--- config.mk ---
export PLATFORM = sky130hd
export DESIGN_NAME = mpdmac_apb_master
export DESIGN_NICKNAME = d
export VERILOG_FILES = /design/src/rtl/mpdmac_apb_master.sv
export SDC_FILE = /design/constraint.sdc
export NUM_CORES = 1
export LEC_CHECK = 0
export BUFFER_PORTS_ARGS = -buffer_cell sky130_fd_sc_hd__buf_4
export CORE_UTILIZATION = 25
export CTS_BUF_LIST = sky130_fd_sc_hd__clkbuf_8
export DETAILED_ROUTE_END_ITERATION = 8
export PLACE_DENSITY = 0.55
export SETUP_SLACK_MARGIN = 0.02
export SLEW_MARGIN = 20
export SYNTH_ARGS = -nofsm -noshare
export SYNTH_HDL_FRONTEND = slang
export SYNTH_SLANG_ARGS = --single-unit
--- constraint.sdc ---
create_clock -name clk -period 2.85 [get_ports clk]
set_clock_uncertainty 0.2 [all_clocks]
set_input_delay 0 -clock clk [delete_from_list [all_inputs] [get_ports clk]]
set_output_delay 0 -clock clk [all_outputs]
set_load 0.005 [all_outputs]
--- src/rtl/mpdmac_apb_master.sv ---
// mpdmac_apb_master
// APB3 requester for the MPDMAC configuration slave. A valid/ready command
// becomes one SETUP + ACCESS transfer. Read data and error status come back
// on a valid/ready response channel. Only one transfer is in flight at a time.
// Every APB and response output comes straight from a flop.

module mpdmac_apb_master #(
    parameter int ADDR_W  = 12,
    parameter int DATA_W  = 32,
    parameter int TIMEOUT = 16
) (
    input  logic              clk,
    input  logic              rst_n,
    // command channel
    input  logic              cmd_valid_i,
    output logic              cmd_ready_o,
    input  logic              cmd_write_i,
    input  logic [ADDR_W-1:0] cmd_addr_i,
    input  logic [DATA_W-1:0] cmd_wdata_i,
    // response channel
    output logic              rsp_valid_o,
    input  logic              rsp_ready_i,
    output logic [DATA_W-1:0] rsp_rdata_o,
    output logic              rsp_err_o,
    // APB3 requester
    output logic              psel_o,
    output logic              penable_o,
    output logic [ADDR_W-1:0] paddr_o,
    output logic              pwrite_o,
    output logic [DATA_W-1:0] pwdata_o,
    input  logic              pready_i,
    input  logic [DATA_W-1:0] prdata_i,
    input  logic              pslverr_i
);

    // TIMEOUT is limited to 0..255, so an 8-bit ACCESS counter is enough.
    localparam logic [7:0] TIMEOUT_C  = 8'(TIMEOUT);
    localparam bit         TIMEOUT_EN = (TIMEOUT != 0);

    typedef enum logic [1:0] {
        IDLE   = 2'd0,
        SETUP  = 2'd1,
        ACCESS = 2'd2,
        RESP   = 2'd3
    } state_t;

    state_t              state_q;
    logic [7:0]          cnt_q;
    logic [7:0]          cnt_d;
    logic                timeout_hit_d;
    logic [DATA_W-1:0]   rsp_rdata_d;

    logic                cmd_ready_q;
    logic                rsp_valid_q;
    logic [DATA_W-1:0]   rsp_rdata_q;
    logic                rsp_err_q;
    logic                psel_q;
    logic                penable_q;
    logic [ADDR_W-1:0]   paddr_q;
    logic                pwrite_q;
    logic [DATA_W-1:0]   pwdata_q;

    // Next-count, timeout detection and read-data selection for the ACCESS phase.
    always_comb begin
        cnt_d         = cnt_q + 8'd1;
        // cnt_d is the number of the ACCESS cycle now in progress (1-based).
        timeout_hit_d = TIMEOUT_EN && (cnt_d == TIMEOUT_C);
        rsp_rdata_d   = pwrite_q ? '0 : prdata_i;
    end

    // Transfer FSM. All outputs are registered here.
    always_ff @(posedge clk) begin
        if (!rst_n) begin
            state_q     <= IDLE;
            cnt_q       <= 8'd0;
            cmd_ready_q <= 1'b0;
            rsp_valid_q <= 1'b0;
            rsp_rdata_q <= '0;
            rsp_err_q   <= 1'b0;
            psel_q      <= 1'b0;
            penable_q   <= 1'b0;
            paddr_q     <= '0;
            pwrite_q    <= 1'b0;
            pwdata_q    <= '0;
        end else begin
            case (state_q)
                IDLE: begin
                    cnt_q <= 8'd0;
                    if (cmd_valid_i && cmd_ready_q) begin
                        // The command is captured once here and not sampled again.
                        paddr_q     <= cmd_addr_i;
                        pwrite_q    <= cmd_write_i;
                        pwdata_q    <= cmd_wdata_i;
                        psel_q      <= 1'b1;
                        penable_q   <= 1'b0;
                        cmd_ready_q <= 1'b0;
                        state_q     <= SETUP;
                    end else begin
                        // The first cycle after reset raises ready.
                        cmd_ready_q <= 1'b1;
                    end
                end

                SETUP: begin
                    penable_q <= 1'b1;
                    state_q   <= ACCESS;
                end

                ACCESS: begin
                    cnt_q <= cnt_d;
                    // pready is checked before the timeout. A slave that answers
                    // on the last allowed cycle completes normally.
                    if (pready_i) begin
                        psel_q      <= 1'b0;
                        penable_q   <= 1'b0;
                        rsp_valid_q <= 1'b1;
                        rsp_rdata_q <= rsp_rdata_d;
                        rsp_err_q   <= pslverr_i;
                        state_q     <= RESP;
                    end else if (timeout_hit_d) begin
                        psel_q      <= 1'b0;
                        penable_q   <= 1'b0;
                        rsp_valid_q <= 1'b1;
                        rsp_rdata_q <= '0;
                        rsp_err_q   <= 1'b1;
                        state_q     <= RESP;
                    end
                end

                RESP: begin
                    // Response data stays put until it is taken.
                    if (rsp_ready_i) begin
                        rsp_valid_q <= 1'b0;
                        cmd_ready_q <= 1'b1;
                        cnt_q       <= 8'd0;
                        state_q     <= IDLE;
                    end
                end

                default: begin
                    psel_q      <= 1'b0;
                    penable_q   <= 1'b0;
                    rsp_valid_q <= 1'b0;
                    cmd_ready_q <= 1'b0;
                    cnt_q       <= 8'd0;
                    state_q     <= IDLE;
                end
            endcase
        end
    end

    assign cmd_ready_o = cmd_ready_q;
    assign rsp_valid_o = rsp_valid_q;
    assign rsp_rdata_o = rsp_rdata_q;
    assign rsp_err_o   = rsp_err_q;
    assign psel_o      = psel_q;
    assign penable_o   = penable_q;
    assign paddr_o     = paddr_q;
    assign pwrite_o    = pwrite_q;
    assign pwdata_o    = pwdata_q;

endmodule

==> run summary, run 1 <==
Via count of the first global-routing pass: 3,788
CP Capture Type: register
Final number of setup-violating endpoints: 0
Maximum vdd drop: 0.3722 mV
GRT met1 Usage: 0.1631
Antenna Nets Post-Route: 0
Setup slack after layout: 0.1223 ns
Worst slew margin relative to its limit: 0.6416
Layout net count: 738
Width of the die: 121.7 um
Mapped Avg Cell Area: 9.527 um2
Endpoint of the worst register-to-register path: rsp_valid_o$_SDFFE_PN0P_
Worst path required time: 2.92 ns
Actual slew at the worst max-slew pin: 0.5356 ns
Post-Synthesis Cell Area: 3582 um2
Synth unique cells: 33
Setup bufs post-CTS: 0
Crit path launch type: register
Post-Place Cell Area: 4967 um2
Final min period: 2.728 ns
Total track usage: 0.1488
Max stage delay on crit path: 0.55 ns
Htree depth: 3
Static leakage: 2.737 nW
Global-route wire length before repair: 17,440 um
Max stage delay cell, worst path: sky130_fd_sc_hd__dlygate4sd3_1
Initial DRT Pass Iterations: 4
Reported max-cap violation count: 0
Last weighted congestion value of the routability-driven placer: 0.8076
Termination of the worst setup path: rsp_valid_o$_SDFFE_PN0P_
Final number of hold-violating endpoints: 0
Most Used Layer, Global Route: met2
Critical path launch point: cnt_q[0]$_SDFFE_PN0P_
CP max FO: 7
Initial Utilization: 0.2571
Starting DRC count in detailed routing: 90
Port-buffer cells: 164
Yosys reg bits: 92
Via total after detailed routing: 3,789
Internal reg-to-reg setup slack: 0.12 ns
Global route overflow: 0
Clock root buffer: sky130_fd_sc_hd__clkbuf_8
Sequential area share after synthesis: 0.5141
Worst r2r src: cnt_q[0]$_SDFFE_PN0P_
Vertical die dimension: 121.7 um
Yosys warning count: 0
Number of primary I/O pins: 165
Highest achievable clock rate: 366.6 MHz
Floorplan row count: 43
Depth of the most critical reg-to-reg path: 7
Floorplan core area: 13,930 um2
RSZ-0062 raised after global routing: no
CTS clock-pin slew for the worst setup and hold paths: 0.10 ns
Met3 Track Usage GR: 0.05150
Number of nets produced by synthesis: 465
Overall power of the completed layout: 3.702 mW
Fraction of met2 tracks used by global routing: 0.2624
Total clock buffers created by CTS: 9
Pin count of the biggest net entering global routing: 57
Initial antenna violation count: 0
Clock insertion delay at the later pin of the skew report: 0.38 ns
Part of the cycle the worst path needs: 0.9571
Final Hold Slack: 0.1803 ns
Layout-stage area growth over the synthesis result: 78.76%
Start-to-end type of the worst setup path: reg -> reg
Fraction of final layout cells sized beyond drive strength 1: 0.3012
Min-Delay Path Class: in -> reg
Placement Setup Slack: 0.5395 ns
Total Wirelength: 10,950 um
Final instance area: 6404 um2
Post-synthesis cell count: 376
Number of pins exceeding their max-slew limit in the final report: 0
Outcome: finished clean
HPWL after DPL: 6509 um
Data arrival time at the worst-slack endpoint: 2.80 ns
Average wire per standard cell: 13.12 um
DRC Markers: 0
Ratio of total power to cell area: 578.0 nW/um2
Antenna Cells: 0
Maximum clock path buffer count: 2
Clock tree from TritonCTS: yes
Cell breakdown of the critical path: ha_2 -> and3_1 -> o2111a_1 -> o221a_4 -> o2111a_1 -> a311o_1 -> dlygate4sd3_1
CTS sink count: 92
Vias per cell: 4.543
Top cell by count, worst path: sky130_fd_sc_hd__o2111a_1
Final TNS setup: 0 ns
DIE AREA: 14,810 um2
synthesized netlist by cell type, drive strengths merged:
master	n	area share
a21boi	52	0.11
nand2	105	0.11
nor3b	1	0.0021
o221ai	1	0.0024
nor2b	1	0.0017
a2111oi	1	0.0077
inv	6	0.0063
a21oi	3	0.0042
o2111a	2	0.0063
clkbuf	25	0.026
o21a	5	0.010
buf	3	0.0094
dfxtp	92	0.51
o21ai	6	0.012
a211o	1	0.0024
mux2i	2	0.0056
nand4	2	0.0035
a32o	32	0.089
and4	2	0.0056
a311o	1	0.0028
o221a	3	0.012
o31ai	1	0.0021
nand3	4	0.0056
and2	2	0.0035
nor2	5	0.0052
ha	6	0.021
nand4b	1	0.0024
nor3	7	0.0098
and3	2	0.0035
a211oi	2	0.0042
cells by family (layout without fill, tap and decap cells):
family          count (synthesis)  count (layout)  share of synthesized area
compound gates                110             110                     0.2644
fa+ha+maj                       6               6                    0.02096
buf+inv                        34             312                    0.04191
flops                          92              92                     0.5141
mux                             2               2                   0.005589
simple gates                  132             132                     0.1530
layout by cell type (no fill, tap or decap), types with 2 or more instances in the layout:
| cell | n |
|---|---|
| sky130_fd_sc_hd__a21oi_1 | 3 |
| sky130_fd_sc_hd__nor2_1 | 5 |
| sky130_fd_sc_hd__o221a_2 | 2 |
| sky130_fd_sc_hd__dlygate4sd3_1 | 120 |
| sky130_fd_sc_hd__ha_1 | 5 |
| sky130_fd_sc_hd__nand3_1 | 3 |
| sky130_fd_sc_hd__o2111a_1 | 2 |
| sky130_fd_sc_hd__inv_1 | 6 |
| sky130_fd_sc_hd__a211oi_1 | 2 |
| sky130_fd_sc_hd__mux2i_1 | 2 |
| sky130_fd_sc_hd__dfxtp_1 | 91 |
| sky130_fd_sc_hd__clkbuf_8 | 9 |
| sky130_fd_sc_hd__a32o_1 | 32 |
| sky130_fd_sc_hd__buf_4 | 170 |
| sky130_fd_sc_hd__and2_1 | 2 |
| sky130_fd_sc_hd__o21ai_0 | 5 |
| sky130_fd_sc_hd__nor3_1 | 7 |
| sky130_fd_sc_hd__a21boi_0 | 52 |
| sky130_fd_sc_hd__o21a_1 | 5 |
| sky130_fd_sc_hd__nand2_1 | 105 |
| sky130_fd_sc_hd__bufinv_16 | 2 |
| sky130_fd_sc_hd__inv_8 | 2 |
| sky130_fd_sc_hd__nand4_1 | 2 |
worst min path at each step:
stage                       from                            to  cells after the start
global route        prdata_i[12]  rsp_rdata_o[12]$_SDFFE_PN0P_                      3
floorplan            prdata_i[0]   rsp_rdata_o[0]$_SDFFE_PN0P_                      1
CTS                  prdata_i[5]   rsp_rdata_o[5]$_SDFFE_PN0P_                      3
global placement    prdata_i[29]  rsp_rdata_o[29]$_SDFFE_PN0P_                      2
finish               prdata_i[8]   rsp_rdata_o[8]$_SDFFE_PN0P_                      3
detailed placement  prdata_i[13]  rsp_rdata_o[13]$_SDFFE_PN0P_                      2
final cells by class:
class | count | area, um2
Clock buffer | 9 | 123.9
Clock inverter | 7 | 107.6
Fill cell | 1264 | 7531
Inverter | 6 | 22.52
Multi-Input combinational cell | 250 | 1604
Sequential cell | 92 | 1843
Tap cell | 180 | 225.2
Timing Repair Buffer | 290 | 2477
critical path: cells and delay by family, from the launching register on:
kind | cells | cell delay, ns
AO/OA/AOI/OAI | 4 | 1.13
buffers and inverters | 1 | 0.55
flip-flops | 1 | 0.36
adder cells (fa/ha/maj) | 1 | 0.21
AND/OR/NAND/NOR | 1 | 0.18
repair_timing:
item	in CTS	in global routing
endpoints found under the setup margin	0	1
endpoints found under the hold margin	86	0
hold buffers	120	0
gates resized for setup	0	2
per-stage QoR:
step                  util  instances
floorplan                -        376
global placement    0.3565        698
detailed placement  0.3565        698
CTS                 0.4593        834
global route        0.4595        834
finish              0.4595        834
routing by layer:
metal | wire length, um | up-vias
li1 | - | 1877
met1 | 4520 | 1760
met2 | 5442 | 132
met3 | 763 | 20
met4 | 219 | 0
met5 | 0 | -
power breakdown:
group	total, mW	switching, mW	internal, mW
clock network	1.02	0.506	0.511
logic	1.12	0.511	0.613
registers	1.56	0.105	1.46
total	3.70	1.12	2.58
registers in the layout, summed over array words and instances, names as in the netlist, 2 cells and up:
register and count:
cnt_q 8, paddr_o 12, pwdata_o 32, rsp_rdata_o 32
state_q 2
Note: power is estimated with default switching activity, not from simulation.
==> run 2, diff against run 1 <==
BUFFER_PORTS_ARGS = default   (was -buffer_cell sky130_fd_sc_hd__buf_4)
DONT_BUFFER_PORTS = 1   (was default)
PLACE_DENSITY = 0.45   (was 0.55)
==> run summary, run 2 (same netlist as run 1, synthesis figures left out) <==
Internal power summed over all cells: 2.237 mW (-13%)
Total clock buffers created by CTS: 9 (unchanged)
Combinational share of power: 0.229 (-0.075)
Maximum vdd drop: 0.4761 mV (+28%)
CP max FO: 12 (+5)
CTS sink count: 92 (unchanged)
Htree depth: 3 (unchanged)
Final number of setup-violating endpoints: 0 (unchanged)
Final TNS setup: 0 ns (unchanged)
Initial Utilization: 0.2571 (unchanged)
Clock network fraction of design power: 0.283 (+0.008)
Share of power burned in registers: 0.488 (+0.066)
Worst path required time: 2.97 ns (+0.05 ns)
RSZ-0062 raised after global routing: no
Part of the cycle the worst path needs: 0.9479 (-0.009180)
Static leakage: 1.809 nW (-34%)
Final number of hold-violating endpoints: 0 (unchanged)
Number of pins exceeding their max-slew limit in the final report: 0 (unchanged)
Outcome: finished clean
Floorplan core area: 13,930 um2 (unchanged)
Total Wirelength: 9802 um (-10%)
Clock root buffer: sky130_fd_sc_hd__clkbuf_8
CP Capture Type: register
Clock tree from TritonCTS: yes
Maximum clock path buffer count: 2 (unchanged)
Initial antenna violation count: 0 (unchanged)
Final min period: 2.702 ns (-0.02616 ns)
Via count of the first global-routing pass: 3,062 (-19%)
CTS clock-pin slew for the worst setup and hold paths: 0.09 ns (about the same)
Number of primary I/O pins: 165 (unchanged)
Floorplan row count: 43 (unchanged)
Vias per cell: 4.860 (+7.0%)
Initial DRT Pass Iterations: 5 (+1)
Reported max-cap violation count: 0 (unchanged)
Highest achievable clock rate: 370.2 MHz (+0.97%)
Average wire per standard cell: 14.96 um (+14%)
Starting DRC count in detailed routing: 111 (+23%)
Width of the die: 121.7 um (unchanged)
Total track usage: 0.1311 (-0.01767)
Port-buffer cells: 0 (-100%)
Pin count of the biggest net entering global routing: 97 (+70%)
HPWL after DPL: 5721 um (-12%)
Vertical die dimension: 121.7 um (unchanged)
Actual slew at the worst max-slew pin: 0.5699 ns (+0.03438 ns)
Layout net count: 559 (-24%)
Ratio of total power to cell area: 656.1 nW/um2 (+13%)
Layout-stage area growth over the synthesis result: 40.17%
Global-route wire length before repair: 15,000 um (-14%)
Start-to-end type of the worst setup path: reg -> reg
Top library cells by usage in the layout, fill and taps aside: sky130_fd_sc_hd__nand2_1 (105), sky130_fd_sc_hd__dlygate4sd3_1 (102), sky130_fd_sc_hd__dfxtp_1 (92)
Worst slew margin relative to its limit: 0.6166 (-0.02501)
Fraction of final layout cells sized beyond drive strength 1: 0.07158 (-0.2296)
Via total after detailed routing: 3,183 (-16%)
Last weighted congestion value of the routability-driven placer: 0.7701 (-4.6%)
Global route overflow: 0 (unchanged)
Clock insertion delay at the later pin of the skew report: 0.38 ns (about the same)
Final Hold Slack: 0.05690 ns (-0.1234 ns)
Fraction of power spent switching nets: 0.3210 (+0.01776)
Data arrival time at the worst-slack endpoint: 2.82 ns (+0.02 ns)
Min-Delay Path Class: in -> reg
Antenna Cells: 0 (unchanged)
Leading cell type in the layout, fill and taps excluded: sky130_fd_sc_hd__nand2_1
Antenna Nets Post-Route: 0 (unchanged)
DRC Markers: 0 (unchanged)
NetSw: 1.057 mW (-5.8%)
Crit path launch type: register
DIE AREA: 14,810 um2 (unchanged)
[run 2: area by class of cell]
cell class | instances | area (um2)
Clock inverter | 6 | 70.07
Clock buffer | 10 | 137.6
Timing Repair Buffer | 111 | 1121
Inverter | 6 | 22.52
Tap cell | 180 | 225.2
Multi-Input combinational cell | 250 | 1603
Sequential cell | 92 | 1842
Fill cell | 1357 | 8914
[run 2: stage by stage]
stage | worst slack [ns] | util | cell area (um2) | power, mW | instances
floorplan | 0.7126 | - | 3582 | 2.048 | 376
global placement | 0.4115 | 0.2686 | 3742 | 2.197 | 535
detailed placement | 0.3618 | 0.2686 | 3742 | 2.213 | 535
CTS | 0.1157 | 0.3587 | 4999 | 3.336 | 654
global route | 0.07387 | 0.3603 | 5021 | 3.509 | 655
finish | 0.1484 | 0.3603 | 5021 | 3.294 | 655
[run 2: per-layer routing]
layer  GRT usage  vias up  routed length [um]
met4     0.04938        0                 133
met3     0.05899       12                 999
met5           0        -                   0
met1      0.1360     1496                3807
met2      0.2308      156                4861
li1            -     1519                   -
[run 2: path summary, 6_finish.rpt]
kind / to / startpoint / slack, ns / depth (start not counted)
max: rsp_rdata_o[8]$_SDFFE_PN0P_ / cnt_q[0]$_SDFFE_PN0P_ / 0.15 / 8
min: penable_o$_SDFFE_PN0P_ / cmd_valid_i / 0.06 / 3
max reg2reg: rsp_rdata_o[8]$_SDFFE_PN0P_ / cnt_q[0]$_SDFFE_PN0P_ / 0.15 / 8
min reg2reg: rsp_err_o$_SDFFE_PN0P_ / rsp_err_o$_SDFFE_PN0P_ / 0.28 / 2
[run 2: repair_timing]
action	in CTS	in global routing
hold buffers	103	0
endpoints found under the hold margin	92	0
gates resized for setup	0	1
setup buffers	0	1
setup endpoints to repair	0	6
[run 2: worst max-delay path: stages, from the launching register on]
cell and delay (ns):
sky130_fd_sc_hd__dfxtp_1 0.37, sky130_fd_sc_hd__ha_1 0.26, sky130_fd_sc_hd__and3_1 0.19, sky130_fd_sc_hd__o2111a_1 0.27
sky130_fd_sc_hd__o221a_4 0.31, sky130_fd_sc_hd__o21ai_4 0.16, sky130_fd_sc_hd__buf_12 0.15, sky130_fd_sc_hd__a32o_1 0.17
sky130_fd_sc_hd__dlygate4sd3_1 0.56
[run 2: power by group through the flow]
stage	Clock, mW	Sequential (mW)	Combinational (mW)
floorplan	0	1.59	0.461
global placement	0	1.64	0.557
detailed placement	0	1.64	0.575
CTS	0.984	1.61	0.743
global route	1.03	1.63	0.846
finish	0.933	1.61	0.754
